### src/rtl/sram_bridge_ctrl_pkg.sv
// Shared types and constants for the asynchronous SRAM bridge controller.
package sram_bridge_ctrl_pkg;

   // Latency counters are 3 bits wide; configured latencies saturate at 7.
   localparam int LCNT_W  = 3;
   localparam int MAX_LAT = 7;

   typedef enum logic [2:0] {
      S_IDLE   = 3'd0,
      S_READ   = 3'd1,
      S_RMW_RD = 3'd2,
      S_WRITE  = 3'd3,
      S_TURN   = 3'd4,
      S_DONE   = 3'd5
   } state_t;

   // Number of byte lanes for a given data width.
   function automatic int lanes_of(input int data_w);
      return data_w / 8;
   endfunction

   // Convert a configured latency into a counter load value, saturating at MAX_LAT.
   function automatic logic [LCNT_W-1:0] clamp_lat(input int lat);
      if (lat > MAX_LAT) return LCNT_W'(MAX_LAT);
      if (lat < 0)       return '0;
      return LCNT_W'(lat);
   endfunction

endpackage

### src/rtl/sram_bridge_ctrl_if.sv
// CPU-side request/response bus of the SRAM bridge.
// Handshake: a requester raises req_rd or req_wr (never both) and holds it,
// together with req_addr/req_be/req_wdata, until ready pulses high for one
// cycle; rdata is valid while ready=1 and held until the next read completes.
// busy is high whenever the controller is not idle; requests are ignored then.
interface sram_bridge_ctrl_if #(
   parameter int DATA_W = 32,
   parameter int ADDR_W = 19
);
   import sram_bridge_ctrl_pkg::*;

   localparam int LANES = lanes_of(DATA_W);

   logic              req_rd;
   logic              req_wr;
   logic [ADDR_W-1:0] req_addr;
   logic [LANES-1:0]  req_be;
   logic [DATA_W-1:0] req_wdata;
   logic [DATA_W-1:0] rdata;
   logic              ready;
   logic              busy;

   modport master (
      output req_rd, req_wr, req_addr, req_be, req_wdata,
      input  rdata, ready, busy
   );

   modport slave (
      input  req_rd, req_wr, req_addr, req_be, req_wdata,
      output rdata, ready, busy
   );

endinterface

### src/rtl/sram_bridge_ctrl_lane_merge.sv
// Per-lane byte merge: lanes with be set take new_data, others keep old_data.
module sram_lane_merge
   import sram_bridge_ctrl_pkg::*;
#(
   parameter int DATA_W = 32
) (
   input  logic [lanes_of(DATA_W)-1:0] be,
   input  logic [DATA_W-1:0]           new_data,
   input  logic [DATA_W-1:0]           old_data,
   output logic [DATA_W-1:0]           merged
);

   localparam int LANES = lanes_of(DATA_W);

   // Byte mux, one lane at a time.
   always_comb begin
      merged = old_data;
      for (int i = 0; i < LANES; i++) begin
         if (be[i]) merged[8*i +: 8] = new_data[8*i +: 8];
      end
   end

endmodule

### src/rtl/sram_bridge_ctrl.sv
// External asynchronous SRAM controller. Every SRAM-side output comes straight
// from a flop; the pad tristate is split into dq_out/dq_oe/dq_in so the top
// level owns the bidirectional pin.
module sram_bridge_ctrl
   import sram_bridge_ctrl_pkg::*;
#(
   parameter int DATA_W     = 32,
   parameter int ADDR_W     = 19,
   parameter int RD_LATENCY = 1,
   parameter int WR_LATENCY = 1,
   parameter int NATIVE_BE  = 0,
   parameter int POSTED_WR  = 0
) (
   input  logic                        clk,
   input  logic                        rst,
   sram_bridge_ctrl_if.slave           bus,
   output logic                        sram_cs_n,
   output logic                        sram_oe_n,
   output logic                        sram_we_n,
   output logic [lanes_of(DATA_W)-1:0] sram_be_n,
   output logic [ADDR_W-1:0]           sram_addr,
   output logic [DATA_W-1:0]           sram_dq_out,
   output logic                        sram_dq_oe,
   input  logic [DATA_W-1:0]           sram_dq_in,
   output state_t                      state_dbg
);

   localparam int               LANES    = lanes_of(DATA_W);
   localparam logic [LCNT_W-1:0] RD_LAT_C = clamp_lat(RD_LATENCY);
   localparam logic [LCNT_W-1:0] WR_LAT_C = clamp_lat(WR_LATENCY);

   state_t              state, state_nx;
   logic [LCNT_W-1:0]   lcount, lcount_nx;
   logic                cs_n, cs_n_nx;
   logic                oe_n, oe_n_nx;
   logic                we_n, we_n_nx;
   logic [LANES-1:0]    be_n, be_n_nx;
   logic [ADDR_W-1:0]   addr_q, addr_nx;
   logic [DATA_W-1:0]   dq_out_q, dq_out_nx;
   logic                dq_oe_q, dq_oe_nx;
   logic                ready_q, ready_nx;
   logic [DATA_W-1:0]   rdata_q, rdata_nx;
   // Write data and strobes captured at acceptance, so a posted RMW does not
   // depend on the requester holding req_* after the early acknowledge.
   logic [DATA_W-1:0]   wdata_q, wdata_nx;
   logic [LANES-1:0]    be_q, be_nx;
   logic [DATA_W-1:0]   merged;

   sram_lane_merge #(.DATA_W(DATA_W)) u_merge (
      .be       (be_q),
      .new_data (wdata_q),
      .old_data (sram_dq_in),
      .merged   (merged)
   );

   // State and output registers; reset aborts any cycle in flight.
   always_ff @(posedge clk) begin
      if (rst) begin
         state    <= S_IDLE;
         lcount   <= '0;
         cs_n     <= 1'b1;
         oe_n     <= 1'b1;
         we_n     <= 1'b1;
         be_n     <= '1;
         addr_q   <= '0;
         dq_out_q <= '0;
         dq_oe_q  <= 1'b0;
         ready_q  <= 1'b0;
         rdata_q  <= '0;
         wdata_q  <= '0;
         be_q     <= '0;
      end else begin
         state    <= state_nx;
         lcount   <= lcount_nx;
         cs_n     <= cs_n_nx;
         oe_n     <= oe_n_nx;
         we_n     <= we_n_nx;
         be_n     <= be_n_nx;
         addr_q   <= addr_nx;
         dq_out_q <= dq_out_nx;
         dq_oe_q  <= dq_oe_nx;
         ready_q  <= ready_nx;
         rdata_q  <= rdata_nx;
         wdata_q  <= wdata_nx;
         be_q     <= be_nx;
      end
   end

   // Next-state and next-output logic; every register holds unless a state says otherwise.
   always_comb begin
      state_nx  = state;
      lcount_nx = lcount;
      cs_n_nx   = cs_n;
      oe_n_nx   = oe_n;
      we_n_nx   = we_n;
      be_n_nx   = be_n;
      addr_nx   = addr_q;
      dq_out_nx = dq_out_q;
      dq_oe_nx  = dq_oe_q;
      ready_nx  = 1'b0;
      rdata_nx  = rdata_q;
      wdata_nx  = wdata_q;
      be_nx     = be_q;

      case (state)
         S_IDLE: begin
            if (bus.req_rd) begin
               // Read wins over a simultaneous write.
               state_nx  = S_READ;
               cs_n_nx   = 1'b0;
               oe_n_nx   = 1'b0;
               be_n_nx   = '0;
               lcount_nx = RD_LAT_C;
               addr_nx   = bus.req_addr;
            end else if (bus.req_wr) begin
               addr_nx  = bus.req_addr;
               wdata_nx = bus.req_wdata;
               be_nx    = bus.req_be;
               // Full, empty or natively strobed writes need no read phase.
               if (NATIVE_BE != 0 || (&bus.req_be) || !(|bus.req_be)) begin
                  state_nx  = S_WRITE;
                  cs_n_nx   = 1'b0;
                  we_n_nx   = 1'b0;
                  be_n_nx   = ~bus.req_be;
                  dq_out_nx = bus.req_wdata;
                  dq_oe_nx  = 1'b1;
                  lcount_nx = WR_LAT_C;
               end else begin
                  state_nx  = S_RMW_RD;
                  cs_n_nx   = 1'b0;
                  oe_n_nx   = 1'b0;
                  be_n_nx   = '0;
                  lcount_nx = RD_LAT_C;
               end
               if (POSTED_WR != 0) ready_nx = 1'b1;
            end
         end

         S_READ: begin
            if (lcount != '0) begin
               lcount_nx = lcount - 1'b1;
            end else begin
               rdata_nx = sram_dq_in;
               cs_n_nx  = 1'b1;
               oe_n_nx  = 1'b1;
               be_n_nx  = '1;
               ready_nx = 1'b1;
               state_nx = S_DONE;
            end
         end

         S_RMW_RD: begin
            if (lcount != '0) begin
               lcount_nx = lcount - 1'b1;
            end else begin
               dq_out_nx = merged;
               oe_n_nx   = 1'b1;
               we_n_nx   = 1'b0;
               be_n_nx   = '0;
               dq_oe_nx  = 1'b1;
               lcount_nx = WR_LAT_C;
               state_nx  = S_WRITE;
            end
         end

         S_WRITE: begin
            if (lcount != '0) begin
               lcount_nx = lcount - 1'b1;
            end else begin
               // WE rises and the pad is released on the same edge; TURN
               // then leaves the data bus undriven for a full cycle.
               we_n_nx  = 1'b1;
               cs_n_nx  = 1'b1;
               be_n_nx  = '1;
               dq_oe_nx = 1'b0;
               state_nx = S_TURN;
            end
         end

         S_TURN: begin
            dq_oe_nx = 1'b0;
            if (POSTED_WR != 0) begin
               state_nx = S_IDLE;
            end else begin
               ready_nx = 1'b1;
               state_nx = S_DONE;
            end
         end

         S_DONE: begin
            // One forced idle cycle so a request still held is not re-accepted.
            state_nx = S_IDLE;
         end

         default: begin
            state_nx = S_IDLE;
         end
      endcase
   end

   assign sram_cs_n   = cs_n;
   assign sram_oe_n   = oe_n;
   assign sram_we_n   = we_n;
   assign sram_be_n   = be_n;
   assign sram_addr   = addr_q;
   assign sram_dq_out = dq_out_q;
   assign sram_dq_oe  = dq_oe_q;
   assign bus.rdata   = rdata_q;
   assign bus.ready   = ready_q;
   assign bus.busy    = (state != S_IDLE);
   assign state_dbg   = state;

endmodule

### src/flat_wrapper.sv
// flat-port wrapper written by rule: the top's interface ports become plain ports
module sram_bridge_ctrl_flat import sram_bridge_ctrl_pkg::*;
#(
   parameter int DATA_W     = 32,
   parameter int ADDR_W     = 19,
   parameter int RD_LATENCY = 1,
   parameter int WR_LATENCY = 1,
   parameter int NATIVE_BE  = 0,
   parameter int POSTED_WR  = 0
)
  (clk, rst, sram_cs_n, sram_oe_n, sram_we_n, sram_be_n, sram_addr, sram_dq_out, sram_dq_oe, sram_dq_in, state_dbg, bus_req_rd, bus_req_wr, bus_req_addr, bus_req_be, bus_req_wdata, bus_rdata, bus_ready, bus_busy);
  sram_bridge_ctrl_if #(.DATA_W(DATA_W), .ADDR_W(ADDR_W)) bus_i ();
  input  logic clk;
  input  logic rst;
  output logic sram_cs_n;
  output logic sram_oe_n;
  output logic sram_we_n;
  output logic [lanes_of(DATA_W)-1:0] sram_be_n;
  output logic [ADDR_W-1:0] sram_addr;
  output logic [DATA_W-1:0] sram_dq_out;
  output logic sram_dq_oe;
  input  logic [DATA_W-1:0] sram_dq_in;
  output state_t state_dbg;
  input wire logic [$bits(bus_i.req_rd)-1:0] bus_req_rd;
  input wire logic [$bits(bus_i.req_wr)-1:0] bus_req_wr;
  input wire logic [$bits(bus_i.req_addr)-1:0] bus_req_addr;
  input wire logic [$bits(bus_i.req_be)-1:0] bus_req_be;
  input wire logic [$bits(bus_i.req_wdata)-1:0] bus_req_wdata;
  output wire logic [$bits(bus_i.rdata)-1:0] bus_rdata;
  output wire logic [$bits(bus_i.ready)-1:0] bus_ready;
  output wire logic [$bits(bus_i.busy)-1:0] bus_busy;
  assign bus_i.req_rd = bus_req_rd;
  assign bus_i.req_wr = bus_req_wr;
  assign bus_i.req_addr = bus_req_addr;
  assign bus_i.req_be = bus_req_be;
  assign bus_i.req_wdata = bus_req_wdata;
  assign bus_rdata = bus_i.rdata;
  assign bus_ready = bus_i.ready;
  assign bus_busy = bus_i.busy;
  sram_bridge_ctrl #(.DATA_W(DATA_W), .ADDR_W(ADDR_W), .RD_LATENCY(RD_LATENCY), .WR_LATENCY(WR_LATENCY), .NATIVE_BE(NATIVE_BE), .POSTED_WR(POSTED_WR)) u_core (.clk(clk), .rst(rst), .bus(bus_i), .sram_cs_n(sram_cs_n), .sram_oe_n(sram_oe_n), .sram_we_n(sram_we_n), .sram_be_n(sram_be_n), .sram_addr(sram_addr), .sram_dq_out(sram_dq_out), .sram_dq_oe(sram_dq_oe), .sram_dq_in(sram_dq_in), .state_dbg(state_dbg));
endmodule
### config.mk
export PLATFORM = sky130hd
export DESIGN_NAME = sram_bridge_ctrl_flat
export DESIGN_NICKNAME = d
export VERILOG_FILES = /design/src/rtl/sram_bridge_ctrl_pkg.sv /design/src/rtl/sram_bridge_ctrl_if.sv /design/src/rtl/sram_bridge_ctrl_lane_merge.sv /design/src/rtl/sram_bridge_ctrl.sv /design/src/flat_wrapper.sv
export SDC_FILE = /design/constraint.sdc
export NUM_CORES = 1
export LEC_CHECK = 0
export BUFFER_PORTS_ARGS = -buffer_cell sky130_fd_sc_hd__buf_4
export CAP_MARGIN = 10
export CORE_ASPECT_RATIO = 0.8
export CORE_MARGIN = 1
export CORE_UTILIZATION = 55
export CTS_CLUSTER_SIZE = 8
export DETAILED_ROUTE_END_ITERATION = 12
export PLACE_DENSITY = 0.85
export SLEW_MARGIN = 10
export SYNTH_ARGS = -nofsm -noshare
export SYNTH_HDL_FRONTEND = slang
export SYNTH_SLANG_ARGS = --single-unit
### constraint.sdc
create_clock -name clk -period 2.33 [get_ports clk]
set_input_delay 0 -clock clk [delete_from_list [all_inputs] [get_ports clk]]
set_output_delay 0 -clock clk [all_outputs]
set_load 0.05 [all_outputs]
==> results.md, run 1 <==
* Initial core utilization at 57.3%
* Site Rows at 33
* Number of I/O pins at 187
* Post-synth cell types at 46
* Gpl congestion at 0.917
* IO buf count at 186
* Outcome: completed
* GR Util met1 at 42.6%
* Fin crit share at 86.4%
* Synth top area share at 45.0%
* Vias in the first global route at 6588
* Clock Skew at 0.00640 ns
* CTS root buffer: clkbuf_16
* R2r worst-path depth at 6
* Leakage at 3.47 nW
* Final hold vios at 0
* Maxcap violations at 0
* Register Area at 2680 um2
* Core Box Area at 10400 um2
* Worst reg2reg setup slack at 0.32 ns
* Cells after Synth at 699
* Fin util at 85.8%
* Vias at 6489
* Initial drt markers at 695
* Synth warn at 0
* Reg clk slew, reported paths at 0.06 ns
* DPL Wire Length at 11900 um
* Worst-Skew Late Latency at 0.41 ns
* Residual DRC count at 0
* Cell Area, Synth at 5970 um2
* Ys flop type: dfxtp_1
* Slew @ Worst Pin at 0.813 ns
* Area Overhead vs Synth at 49.5%
* Via density at 5.87
* Drt total wl at 21200 um
* Post-synth EDFFs at 0
* Post_cts resized at 0
* WL/cell at 19.2 um
* Die Ht at 95.2 um
* CP max-delay cell: dfxtp_1
* Most crowded layer after global routing: met2
* Hold_sp: bus_req_wr
* N_diodes at 0
* Top-count cell post-synth: nand2_1
* Setup Buffers After CTS at 0
* Pre-Repair DR Iteration Count at 5
* Synth area leaders: dfxtp_1 45%, nand2_1 13%, a21oi_1 8.0%
* #FFs+latches synth at 134
* Hold path cells at 4
* First-pass GRT wire length at 33500 um
* CTS Buf Count at 17
* CTS tree: built
* Power Density at 1180 nW/um2
* Total Routing Usage GR at 38.0%
* CP Launch Type: flip-flop
* Worst relative slew slack at 45.3%
* Share of cells above drive strength 1 at 32.0%
* Worst Setup End Kind: flip-flop
* Synth cell count leaders: 213 x nand2_1, 134 x dfxtp_1, 95 x a21oi_1
* Worst hold path type: primary input to flip-flop
* Initial antenna violation count at 0
* Final ANT Viol Nets at 0
* Met3 Track Usage GR at 10.2%
* Sequential area share after synthesis at 45.0%
* Multi-input gate area at 2940 um2
* Met2 usage at 68.8%
* RSZ-0062 raised after global routing: false
* Worst path cell trace: nor3_2, inv_2, a211oi_4, buf_4, o221ai_2, a21oi_2
* Fmax at 497 MHz
* Fraction of registers with async set/reset at 0%
* Die width at 118 um
* Sink Count at 134
* Final #Nets at 1046
* Syn Area/Cell at 8.54 um2
* Crit-path max FO at 19
* Worst vdd ir at 0.935 mV
* Worst reg2reg endpoint: u_core.sram_dq_out[20]
* Final setup vio count at 0
* Crit-path max cell delay at 0.44 ns
* Yosys top cell by area: dfxtp_1
* Die footprint at 11300 um2
* Worst hold margin at 0.113 ns
* Global route overflow at 0
* Filler cell count in the final layout at 551
* Max H-tree Level at 4
* Hold buffers post-CTS at 88
* Syn_nets at 792
* Tmin final at 2.01 ns
* Hold Path End: u_core.sram_oe_n
* CP Class: flip-flop to flip-flop
* Pin count of the biggest net entering global routing at 70
* CP Data Arrival Time at 2.36 ns
* Max-slew violations at 0
* Critical Path RT at 2.67 ns
* Setup TNS at 0 ns
* Longest Clk Path Bufs at 2
* Worst r2r src: u_core.state_dbg[0]
routing by layer:
metal	routed length [um]	vias up
met2	10600	430
met1	8010	3054
met4	697	0
met3	1960	77
met5	0	-
li1	-	2928
worst max-delay path: cells and delay by family (launching register included):
kind | cells | cell delay, ns
AOI/OAI and AO/OA | 3 | 0.60
DFF | 1 | 0.44
buffers and inverters | 2 | 0.51
and+or+nand+nor | 1 | 0.40
per-stage QoR:
step	cells	total power (W)	worst slack, ns	instance area (um2)
2_1_floorplan	699	0.00607	0.437	5970
3_3_place_gp	986	0.00725	0.501	7410
3_5_place_dp	986	0.00739	0.422	7410
4_1_cts	1106	0.0104	0.399	8920
5_1_grt	1106	0.0109	0.191	8920
6_report	1106	0.0105	0.317	8920
cells by family after synthesis:
family | synth area share, %
compound gates | 23.4
fa+ha+maj | 0.419
mux | 5.54
simple gates | 19.7
flops | 45.0
buf+inv | 5.98
final cells by class:
type                       count  area share [%]
clock buffer                  18            4.81
clock inverter                14            2.23
inverter                      11           0.463
multi-input combinational    496            32.9
sequential                   134            30.1
tap                          140            1.96
timing repair buffer         293            27.5
sequential cells by signal, indices dropped and copies added (netlist names):
name / flops
u_core.bus.rdata: 32
u_core.sram_dq_out: 32
u_core.wdata_q: 32
u_core.sram_addr: 19
u_core.be_q: 4
u_core.sram_be_n: 4
u_core.lcount: 3
u_core.state_dbg: 3
u_core.bus.ready: 1
u_core.sram_cs_n: 1
u_core.sram_dq_oe: 1
u_core.sram_oe_n: 1
u_core.sram_we_n: 1
cell usage in the layout (no fill, tap or decap), types with 17 or more instances in the layout:
master and instances:
a21oi_2 30, nand3_1 32, dlygate4sd3_1 88, o221ai_2 30, a21oi_1 95, mux2i_1 33, dfxtp_1 134, clkbuf_16 17
nand2_1 213, buf_4 202
power by group:
part,internal (W),leakage [nW],switching (W)
Combinational,0.00141,2.08,0.00313
Sequential,0.00277,1.09,0.000365
Clock,0.00180,0.293,0.00104
worst max path at each step:
stage,start,to,slack (ns),depth (start not counted)
finish,u_core.state_dbg[0],u_core.sram_dq_out[20],0.32,6
global route,u_core.state_dbg[0],u_core.sram_dq_out[20],0.19,6
CTS,u_core.state_dbg[0],u_core.sram_dq_out[14],0.40,6
detailed placement,u_core.state_dbg[0],u_core.sram_dq_out[20],0.42,6
global placement,u_core.state_dbg[1],u_core.sram_dq_out[31],0.50,5
floorplan,u_core.state_dbg[2],u_core.sram_addr[10],0.44,6
Power figures use the tool's default switching activity.
==> run 2: changes to the inputs <==
--- a/config.mk
+++ b/config.mk
@@ -5,6 +5,7 @@
 export SDC_FILE = /design/constraint.sdc
 export NUM_CORES = 1
 export LEC_CHECK = 0
+export ABC_AREA = 1
 export BUFFER_PORTS_ARGS = -buffer_cell sky130_fd_sc_hd__buf_4
 export CAP_MARGIN = 10
 export CORE_ASPECT_RATIO = 0.8
==> run 2 against run 1 <==
Net effect:
- register-to-register slack got worse by 0.15 ns
- clock power fell by 1%
- final cell count rose by 16%
- routed wire length fell by 7.2%
- maximum frequency fell by 6.9%
- area after synthesis fell by 1.7%
- critical path depth rose by 2
- clock-buffer cell count rose by 7
- first-iteration DRC count rose by 11%
- critical path type unchanged
==> results.md, run 2 <==
* Sequential area share after synthesis at 45.7% (was 45.0%)
* Die footprint at 11100 um2 (was 11300 um2)
* IO buf count at 186 (unchanged)
* Critical Path RT at 2.63 ns (was 2.67 ns)
* Filler cell count in the final layout at 597 (was 551)
* Switching share of power at 46.0% (was 43.1%)
* Commonest non-fill, non-tap cell in the layout: nand2_1 (unchanged)
* DPL Wire Length at 10500 um (was 11900 um)
* Flop pwr share at 28.8% (was 29.8%)
* Non-Filler Instances at 1285 (was 1106)
* CP Data Arrival Time at 2.46 ns (was 2.36 ns)
* Cells after Synth at 876 (was 699)
* Final ANT Viol Nets at 0 (unchanged)
* Leakage at 4.40 nW (was 3.47 nW)
* CP Launch Type: flip-flop (unchanged)
* #FFs+latches synth at 134 (unchanged)
* Worst hold path type: primary input to flip-flop (unchanged)
* Setup TNS at 0 ns (unchanged)
* Vias at 6697 (was 6489)
* Worst Setup End Kind: flip-flop (unchanged)
* Cell Int Power at 0.00657 W (was 0.00597 W)
* Worst-Skew Late Latency at 0.41 ns (about the same)
* First-pass GRT wire length at 31500 um (was 33500 um)
* Die width at 117 um (was 118 um)
* RSZ-0062 raised after global routing: false (unchanged)
* Via density at 5.21 (was 5.87)
* Synth cell count leaders: 223 x nand2_1, 134 x dfxtp_1, 134 x nor2_1 (was 213 x nand2_1, 134 x dfxtp_1, 95 x a21oi_1)
* Post-synth EDFFs at 0 (unchanged)
* Placed Area at 7320 um2 (was 7410 um2)
* Initial drt markers at 769 (was 695)
* Fin crit share at 92.8% (was 86.4%)
* Global route overflow at 0 (unchanged)
* Tmin final at 2.16 ns (was 2.01 ns)
* Sink Count at 134 (unchanged)
* Clock Skew at 0.00691 ns (was 0.00640 ns)
* Site Rows at 33 (unchanged)
* Number of I/O pins at 187 (unchanged)
* WL/cell at 15.3 um (was 19.2 um)
* Pin count of the biggest net entering global routing at 58 (was 70)
* CTS root buffer: clkbuf_16 (unchanged)
* Max H-tree Level at 4 (unchanged)
* Longest Clk Path Bufs at 2 (unchanged)
* Fmax at 462 MHz (was 497 MHz)
* Syn_nets at 969 (was 792)
* Top-count cell post-synth: nand2_1 (unchanged)
* Area Overhead vs Synth at 51.0% (was 49.5%)
* Initial antenna violation count at 0 (unchanged)
* Fraction of registers with async set/reset at 0% (unchanged)
* Clock power share at 23.0% (was 27.0%)
* CP Class: flip-flop to flip-flop (unchanged)
* Crit-path max FO at 21 (was 19)
* P_sw at 0.00559 W (was 0.00453 W)
* Synth warn at 0 (unchanged)
* Slew @ Worst Pin at 0.586 ns (was 0.813 ns)
* CTS Buf Count at 17 (unchanged)
* Worst relative slew slack at 60.9% (was 45.3%)
* Fin area at 8860 um2 (was 8920 um2)
* Worst vdd ir at 1.14 mV (was 0.935 mV)
* Residual DRC count at 0 (unchanged)
* Placed cells at 1162 (was 986)
* Final #Nets at 1225 (was 1046)
* CTS tree: built (unchanged)
* Syn Area/Cell at 6.70 um2 (was 8.54 um2)
* Share of cells above drive strength 1 at 21.0% (was 32.0%)
* Core Box Area at 10300 um2 (was 10400 um2)
* Maxcap violations at 0 (unchanged)
* Worst hold margin at 0.142 ns (was 0.113 ns)
* Final hold vios at 0 (unchanged)
* Reg clk slew, reported paths at 0.06 ns (about the same)
* Synth top area share at 45.7% (was 45.0%)
* Setup Buffers After CTS at 0 (unchanged)
* Ys flop type: dfxtp_1 (unchanged)
* Synth area leaders: dfxtp_1 46%, nand2_1 14%, o21ai_0 10% (was dfxtp_1 45%, nand2_1 13%, a21oi_1 8.0%)
* Drt total wl at 19700 um (was 21200 um)
* Yosys top cell by area: dfxtp_1 (unchanged)
* Outcome: completed (unchanged)
* Initial core utilization at 56.8% (was 57.3%)
* Combinational power share at 48.2% (was 43.2%)
* Cell Area, Synth at 5870 um2 (was 5970 um2)
* Die Ht at 94.4 um (was 95.2 um)
* Power Density at 1370 nW/um2 (was 1180 nW/um2)
* Total Routing Usage GR at 35.8% (was 38.0%)
* Final setup vio count at 0 (unchanged)
* Max-slew violations at 0 (unchanged)
* Gpl congestion at 0.958 (was 0.917)
* Vias in the first global route at 6417 (was 6588)
* Post-synth cell types at 20 (was 46)
* Pre-Repair DR Iteration Count at 6 (was 5)
* Commonest non-fill, non-tap cells in the layout: 222 x nand2_1, 197 x buf_4, 134 x dfxtp_1 (was 213 x nand2_1, 202 x buf_4, 134 x dfxtp_1)
* N_diodes at 0 (unchanged)
## run 2: final timing paths
| check | from | end | slack, ns | cells after the start |
|---|---|---|---|---|
| setup / recovery | u_core.state_dbg[2] | u_core.sram_addr[6] | 0.17 | 8 |
| hold / removal | bus_req_rd | u_core.sram_oe_n | 0.14 | 6 |
| setup reg to reg | u_core.state_dbg[2] | u_core.sram_addr[6] | 0.17 | 8 |
| hold reg to reg | u_core.sram_addr[13] | u_core.sram_addr[13] | 0.46 | 2 |
## run 2: what timing repair did
action,in CTS,in global routing
hold buffers,91,0
setup endpoints to repair,0,3
hold endpoints to repair,111,0
resized for setup,0,1
## run 2: cells by family (layout without fill, tap and decap cells)
| family | after synthesis | after routing | share of synthesized area, % |
|---|---|---|---|
| simple gates | 406 | 406 | 27.5 |
| compound gates | 185 | 185 | 15.8 |
| buf+inv | 149 | 418 | 10.6 |
| flops | 134 | 134 | 45.7 |
| fa+ha+maj | 2 | 2 | 0.426 |
## run 2: critical path: stages, from the launching register on
cell	delay, ns
dfxtp_1	0.41
nor2_4	0.24
nand2_4	0.10
inv_2	0.08
buf_4	0.24
nand2_2	0.21
nand2_1	0.13
a21oi_1	0.07
dlygate4sd3_1	0.56
## run 2: layer usage
layer,GRT usage (%),vias up,part of all wire (%)
li1,-,3248,-
met1,41.7,3034,40
met3,8.45,69,7.3
met4,17.0,0,3.1
met2,63.2,346,50
met5,0,-,0
## run 2: area by class of cell
type	count	area (um2)	share of cell area (%)
flip-flops and latches	134	2680	30.3
well taps	140	175	1.98
inverters	95	357	4.03
multi-input cells	593	2570	29.0
repair buffers	291	2450	27.7
clock buffers	25	505	5.71
clock inverters	7	116	1.31
## run 2: power groups by stage
| stage | Combinational (W) | Sequential (W) | Clock (W) |
|---|---|---|---|
| 3_5_place_dp | 0.00546 | 0.00348 | 0 |
| 4_1_cts | 0.00567 | 0.00346 | 0.00280 |
| 3_3_place_gp | 0.00538 | 0.00347 | 0 |
| 5_1_grt | 0.00623 | 0.00356 | 0.00293 |
| 2_1_floorplan | 0.00207 | 0.00530 | 0 |
| 6_report | 0.00585 | 0.00350 | 0.00280 |
## run 2: through the flow
stage / util [%] / total power (W) / setup slack (ns)
after detailed placement: 70.9 / 0.00894 / 0.419
after CTS: 85.8 / 0.0119 / 0.150
after global placement: 70.9 / 0.00885 / 0.505
final: 85.8 / 0.0122 / 0.167
after floorplan: - / 0.00738 / 0.396
after global routing: 85.8 / 0.0127 / 0.0507
